**src/rtl/fifo_wr_arb_if.sv**
```systemverilog
// Write-side bundle between the producers, the round-robin arbiter and the FIFO write port.
interface fifo_wr_arb_if #(
   parameter int unsigned NREQ = 4,
   parameter int unsigned DW   = 8
);
   localparam int unsigned OW = (NREQ > 1) ? $clog2(NREQ) : 1;

   logic [NREQ-1:0]    req;
   logic [NREQ*DW-1:0] req_data;
   logic               fifo_full;
   logic [NREQ-1:0]    gnt;
   logic [NREQ-1:0]    ack;
   logic [OW-1:0]      owner;
   logic               busy;
   logic               fifo_we;
   logic [DW-1:0]      fifo_data;

   modport master (
      output req, req_data, fifo_full,
      input  gnt, ack, owner, busy, fifo_we, fifo_data
   );

   modport slave (
      input  req, req_data, fifo_full,
      output gnt, ack, owner, busy, fifo_we, fifo_data
   );
endinterface

```
**src/rtl/fifo_wr_arb.sv**
```systemverilog
// Round-robin arbiter sharing one FIFO write port among NREQ producers,
// granting bounded bursts and rotating priority away from the outgoing owner.
module fifo_wr_arb #(
   parameter int unsigned NREQ      = 4,
   parameter int unsigned DW        = 8,
   parameter int unsigned MAX_BURST = 4
) (
   input logic          clk,
   input logic          rst,
   fifo_wr_arb_if.slave bus
);
   localparam int unsigned OW = (NREQ > 1) ? $clog2(NREQ) : 1;
   localparam int unsigned BW = (MAX_BURST > 1) ? $clog2(MAX_BURST) : 1;

   typedef enum logic {IDLE, BUSY} state_e;

   state_e          state_q, state_d;
   logic [NREQ-1:0] gnt_q, gnt_d;
   logic [OW-1:0]   owner_q, owner_d;
   logic [OW-1:0]   rr_ptr_q, rr_ptr_d;
   logic [BW-1:0]   beat_cnt_q, beat_cnt_d;
   logic            busy_q, busy_d;

   logic [NREQ-1:0] ack_c;
   logic            we_c;
   logic [DW-1:0]   data_c;
   logic            own_req;
   logic            burst_end;
   logic [OW:0]     pick;
   logic [OW-1:0]   ptr_nxt;

   // Returns {found, index} of the first set request at or after ptr, wrapping.
   function automatic logic [OW:0] rr_pick(input logic [NREQ-1:0] r, input logic [OW-1:0] ptr);
      logic          found;
      logic [OW-1:0] win;
      int unsigned   idx;
      found = 1'b0;
      win   = '0;
      for (int unsigned k = 0; k < NREQ; k++) begin
         idx = (32'(ptr) + k) % NREQ;
         if (!found && r[OW'(idx)]) begin
            found = 1'b1;
            win   = OW'(idx);
         end
      end
      return {found, win};
   endfunction

   always_comb begin
      state_d    = state_q;
      gnt_d      = gnt_q;
      owner_d    = owner_q;
      rr_ptr_d   = rr_ptr_q;
      beat_cnt_d = beat_cnt_q;
      ack_c      = '0;
      we_c       = 1'b0;
      data_c     = '0;
      own_req    = 1'b0;
      burst_end  = 1'b0;
      pick       = '0;
      ptr_nxt    = '0;

      case (state_q)
         IDLE: begin
            pick = rr_pick(bus.req, rr_ptr_q);
            if (pick[OW]) begin
               state_d    = BUSY;
               owner_d    = pick[OW-1:0];
               gnt_d      = NREQ'(1) << pick[OW-1:0];
               beat_cnt_d = '0;
            end
         end
         BUSY: begin
            own_req = bus.req[owner_q];
            if (own_req && !bus.fifo_full) begin
               ack_c[owner_q] = 1'b1;
               we_c           = 1'b1;
               beat_cnt_d     = beat_cnt_q + BW'(1);
               for (int unsigned i = 0; i < NREQ; i++) begin
                  if (owner_q == OW'(i)) data_c = bus.req_data[i*DW +: DW];
               end
            end
            burst_end = (we_c && (beat_cnt_q == BW'(MAX_BURST - 1))) || !own_req;
            // Handoff re-arbitrates this cycle so the outgoing owner ranks last.
            if (burst_end) begin
               ptr_nxt    = (owner_q == OW'(NREQ - 1)) ? '0 : owner_q + OW'(1);
               rr_ptr_d   = ptr_nxt;
               pick       = rr_pick(bus.req, ptr_nxt);
               beat_cnt_d = '0;
               if (pick[OW]) begin
                  owner_d = pick[OW-1:0];
                  gnt_d   = NREQ'(1) << pick[OW-1:0];
               end else begin
                  state_d = IDLE;
                  owner_d = '0;
                  gnt_d   = '0;
               end
            end
         end
         default: state_d = IDLE;
      endcase

      if (rst) begin
         ack_c  = '0;
         we_c   = 1'b0;
         data_c = '0;
      end

      busy_d = (state_d == BUSY);
   end

   always_ff @(posedge clk) begin
      if (rst) begin
         state_q    <= IDLE;
         gnt_q      <= '0;
         owner_q    <= '0;
         rr_ptr_q   <= '0;
         beat_cnt_q <= '0;
         busy_q     <= 1'b0;
      end else begin
         state_q    <= state_d;
         gnt_q      <= gnt_d;
         owner_q    <= owner_d;
         rr_ptr_q   <= rr_ptr_d;
         beat_cnt_q <= beat_cnt_d;
         busy_q     <= busy_d;
      end
   end

   assign bus.gnt       = gnt_q;
   assign bus.owner     = owner_q;
   assign bus.busy      = busy_q;
   assign bus.ack       = ack_c;
   assign bus.fifo_we   = we_c;
   assign bus.fifo_data = data_c;
endmodule
```
**src/flat_wrapper.sv**
```systemverilog
// flat-port wrapper written by rule: the top's interface ports become plain ports
module fifo_wr_arb_flat 
#(
   parameter int unsigned NREQ      = 4,
   parameter int unsigned DW        = 8,
   parameter int unsigned MAX_BURST = 4
)
  (clk, rst, bus_req, bus_req_data, bus_fifo_full, bus_gnt, bus_ack, bus_owner, bus_busy, bus_fifo_we, bus_fifo_data);
  fifo_wr_arb_if #(.NREQ(NREQ), .DW(DW)) bus_i ();
  input logic clk;
  input logic rst;
  input wire logic [$bits(bus_i.req)-1:0] bus_req;
  input wire logic [$bits(bus_i.req_data)-1:0] bus_req_data;
  input wire logic [$bits(bus_i.fifo_full)-1:0] bus_fifo_full;
  output wire logic [$bits(bus_i.gnt)-1:0] bus_gnt;
  output wire logic [$bits(bus_i.ack)-1:0] bus_ack;
  output wire logic [$bits(bus_i.owner)-1:0] bus_owner;
  output wire logic [$bits(bus_i.busy)-1:0] bus_busy;
  output wire logic [$bits(bus_i.fifo_we)-1:0] bus_fifo_we;
  output wire logic [$bits(bus_i.fifo_data)-1:0] bus_fifo_data;
  assign bus_i.req = bus_req;
  assign bus_i.req_data = bus_req_data;
  assign bus_i.fifo_full = bus_fifo_full;
  assign bus_gnt = bus_i.gnt;
  assign bus_ack = bus_i.ack;
  assign bus_owner = bus_i.owner;
  assign bus_busy = bus_i.busy;
  assign bus_fifo_we = bus_i.fifo_we;
  assign bus_fifo_data = bus_i.fifo_data;
  fifo_wr_arb #(.NREQ(NREQ), .DW(DW), .MAX_BURST(MAX_BURST)) u_core (.clk(clk), .rst(rst), .bus(bus_i));
endmodule
```
**config.mk**
```make
export PLATFORM = sky130hd
export DESIGN_NAME = fifo_wr_arb_flat
export DESIGN_NICKNAME = d
export VERILOG_FILES = /design/src/rtl/fifo_wr_arb_if.sv /design/src/rtl/fifo_wr_arb.sv /design/src/flat_wrapper.sv
export SDC_FILE = /design/constraint.sdc
export NUM_CORES = 1
export LEC_CHECK = 0
export ABC_AREA = 1
export BUFFER_PORTS_ARGS = -buffer_cell sky130_fd_sc_hd__buf_4
export CORE_ASPECT_RATIO = 1.1
export CORE_UTILIZATION = 40
export CTS_CLUSTER_SIZE = 30
export DETAILED_ROUTE_END_ITERATION = 10
export PLACE_DENSITY = 0.7
export SYNTH_ARGS = -nofsm -noshare
export SYNTH_HDL_FRONTEND = slang
export SYNTH_SLANG_ARGS = --single-unit
```
**constraint.sdc**
```tcl
create_clock -name clk -period 3 [get_ports clk]
set_input_delay 0.6 -clock clk [delete_from_list [all_inputs] [get_ports clk]]
set_output_delay 0.6 -clock clk [all_outputs]
set_load 0.01 [all_outputs]
```
==> run_results.csv <==
group,metric,value,unit
sta,layout_setup_ws,0.2843,ns
drt,dr.pass1.iters,4,
worst_setup_path,worstReg2RegEnd,"u_core.bus.owner[1]$_SDFFE_PP0P_",
logic_synthesis,netlist_top_cells_area,"nand2_1, dfxtp_1, o21ai_0, a21oi_1, inv_1",
global_route,grt_pass1_wl,6.506,mm
place,dp_cells,381,
global_route,antenna_found_initial,0,
drt,ant_nets,0,
pwr,p_leak,1.117,nW
sta,hold_violations,0,
worst_setup_path,worstSetupStartpointType,"flop",
place,dpl.hpwl,3.160,mm
logic_synthesis,synth_top_area_share,21.79,%
drt,routed_wl,4.032,mm
worst_setup_path,path_buf_inv,2,
place,port_buffers,58,
place,gp_congestion,0.8692,
drt,drtIter0Drc,72,
pwr,p_sw_share,56.61,%
layout,register_area,220.2,µm²
hold_path,hold_end,"u_core.beat_cnt_q[0]$_SDFFE_PP0P_",
logic_synthesis,yosys_warnings,0,
worst_setup_path,r2r_slack,0.67,ns
place,place_ws,0.4483,ns
pwr,power_frac_seq,14.2,%
floorplanning,die_width,61.36,µm
logic_synthesis,post-synth-top-count-cell,"nand2_1",
logic_synthesis,synth_ff_type,"dfxtp_1",
sta,maxSlewViolCount,0,
status,run_status,"completed",
worst_setup_path,cpMostUsedCell,"o21ai_0",
drt,via_count,1866,
clock_tree,clk_latency,0.23,ns
worst_setup_path,cp_max_fo,11,
floorplanning,start_util,42.09,%
sta,setup_viol,0,
worst_setup_path,worstPathArrival,2.12,ns
logic_synthesis,synth_seq_cells,11,
clock_tree,clock_sinks,11,
clock_tree,cts_buffers,3,
clock_tree,cts_tree,"yes",
worst_setup_path,crit_chain,"ha_1 > clkinv_1 > nor2_1 > o21ai_0 > o21ai_0 > a21oi_1 > buf_4",
layout,antenna_cells,0,
logic_synthesis,synthCells,281,
sta,fin_crit,2.716,ns
sta,rsz0062_at_grt,"no",
layout,layout.cells.non_filler,385,
clock_tree,h-tree-depth,1,
pwr,switchingPower,1.023,mW
global_route,grt_use_total,19.94,%
sta,slew_headroom,63.19,%
clock_tree,ctsResizeCount,0,
layout,final_layout_size_suffix_gt1_share,28.06,%
floorplanning,rows,23,
logic_synthesis,synth_area,0.001550,mm²
drt,wl_per_cell,10.47,µm
floorplanning,die_area,0.004129,mm²
worst_setup_path,critical_path_class,"flop to output pin",
sta,worstMarginPinSlew,0.5516,ns
pwr,ir_drop,418.9,µV
worst_setup_path,cp.required,2.40,ns
worst_setup_path,rr_startpoint,"u_core.bus.owner[0]$_SDFFE_PP0P_",
pwr,pwr-share-comb,77.7,%
pwr,power.internal,0.7838,mW
logic_synthesis,syn_area_per_cell,5.517,µm²
layout,layout.nets,380,
drt,viasPerCell,4.847,
logic_synthesis,async_flop_share,0,%
drt,remaining_drc_errors,0,
global_route,grt_pass1_vias,1518,
worst_setup_path,cpLargestDelayFamily,"flip-flops",
floorplanning,io_pins,59,
layout,multiInputGateArea,0.001137,mm²
clock_tree,post-cts-setup-buffers,0,
worst_setup_path,slowest_stage,"dfxtp_1",
clock_tree,cts-root-buf,"clkbuf_8",
logic_synthesis,synth_fp_nets,325,
hold_path,min_path_type,"flop to flop",
clock_tree,cts_hold_buf,0,
hold_path,holdPathStages,1,
logic_synthesis,synth_seq_area_share,14.21,%
worst_setup_path,worst_path_largest_cell_delay,0.56,ns
logic_synthesis,yosys-top-cells-count,"nand2_1, o21ai_0, a21oi_1, inv_1, nor2_1",
pwr,clkPwrFrac,8.1,%
floorplanning,coreArea,0.003684,mm²
hold_path,min_from,"u_core.beat_cnt_q[0]$_SDFFE_PP0P_",
worst_setup_path,critPathCaptureType,"output pin",
logic_synthesis,synth-edff-count,0,
logic_synthesis,synth_cell_types,29,
layout,nFillCells,395,
clock_tree,path_clk_slew,0.05,ns
worst_setup_path,reg2reg_depth,15,
sta,finClkSkew,0.007098,ns
global_route,grt.overflow.total,0,
logic_synthesis,synth_top_area_cell,"nand2_1",
layout,area_delta_synth_final,31.40,%
floorplanning,fp.dieH,67.30,µm
run,max-cap-violations,0,
pwr,p_per_area,886.9,mW/mm²
sta,timing.final.crit_share,90.52,%
sta,fin_setup_tns,0,ns
pwr,power,1.806,mW
sta,fmax,0.3682,GHz
global_route,grt_max_degree,18,
clock_tree,cts_buffer_depth,2,
[logic make-up after synthesis]
kind of cell | after synthesis | synth area share, %
AOI/OAI and AO/OA | 62 | 20.66
and+or+nand+nor | 162 | 48.67
adders and majority gates | 5 | 4.036
DFF | 11 | 14.20
buffers and inverters | 41 | 12.43
[layout by cell type (no fill, tap or decap)]
cell type   n
a21oi_1    26
nand3_1    19
o21ai_1     1
ha_1        5
nand2_4     4
nand2_2    14
clkinv_1    1
clkbuf_8    3
buf_4      60
inv_1      26
a21oi_2     1
nand3_4     1
nand2_1    90
nor2_1     23
dfxtp_1    11
o21ai_2     1
inv_2       3
clkbuf_1    1
o21ai_0    32
nor3_1      1
or2_2       1
nor2_8      1
nand3_2     1
nor2_2      3
inv_6       1
nand4_1     4
o21bai_1    1
[how the worst max path moves through the flow]
stage / from / cells after the start / end / slack, ns
after floorplan: bus_req[0] / 8 / bus_fifo_data[6] / 0.79
after global placement: bus_req[0] / 10 / bus_fifo_data[3] / 0.52
after detailed placement: bus_req[2] / 10 / bus_fifo_data[7] / 0.45
after CTS: u_core.bus.owner[0]$_SDFFE_PP0P_ / 7 / bus_fifo_data[0] / 0.29
after global routing: u_core.bus.owner[0]$_SDFFE_PP0P_ / 7 / bus_fifo_data[3] / 0.05
final: u_core.bus.owner[0]$_SDFFE_PP0P_ / 7 / bus_fifo_data[0] / 0.28
[routing by layer]
metal  wire length (µm)  share of wire [%]  vias to the layer above  track usage, %
li1                   -                  -                     1010               -
met1               1931                 48                      810           26.44
met2               1861                 46                       46           36.14
met3                239                5.9                        0           2.107
met4                  0                  0                        0          0.8333
met5                  0                  0                        -               0
[cell type report]
class | count | share of cell area [%]
multi-input cells | 229 | 55.84
repair buffers | 60 | 22.11
flip-flops and latches | 11 | 10.81
inverters | 31 | 5.958
well taps | 50 | 3.071
clock buffers | 4 | 2.211
[registers in the layout (all words and copies together) (netlist names)]
register,flops
u_core.beat_cnt_q,2
u_core.bus.gnt,4
u_core.rr_ptr_q,2
u_core.bus.owner,2
u_core.state_q,1
[power groups by stage]
| stage | logic, mW | clock network [mW] | registers (mW) |
|---|---|---|---|
| after global placement | 1.40 | 0 | 0.258 |
| after floorplan | 1.13 | 0 | 0.249 |
| final | 1.40 | 0.146 | 0.257 |
| after CTS | 1.40 | 0.148 | 0.256 |
| after detailed placement | 1.40 | 0 | 0.258 |
| after global routing | 1.62 | 0.156 | 0.266 |
[worst reg2reg max path, cell delays in order, from the launching register on]
cell	delay, ns
dfxtp_1	0.56
inv_2	0.12
ha_1	0.49
inv_1	0.14
nand2_1	0.09
nand2_1	0.09
nand2_1	0.08
nand2_2	0.08
nand2_2	0.07
nand2_1	0.04
nand2_1	0.07
nand2_2	0.10
nand2_2	0.09
nand2_1	0.05
o21bai_1	0.12
inv_1	0.04
[through the flow]
| step | instance area (µm²) | util (%) | hold WS (ns) |
|---|---|---|---|
| 2_1_floorplan | 1550 | - | 0.4291 |
| 3_3_place_gp | 1992 | 54.08 | 0.4463 |
| 4_1_cts | 2037 | 55.30 | 0.4577 |
| 6_report | 2037 | 55.30 | 0.4533 |
| 5_1_grt | 2037 | 55.30 | 0.4761 |
| 3_5_place_dp | 1992 | 54.08 | 0.4521 |
(Power assumes the default switching activity.)
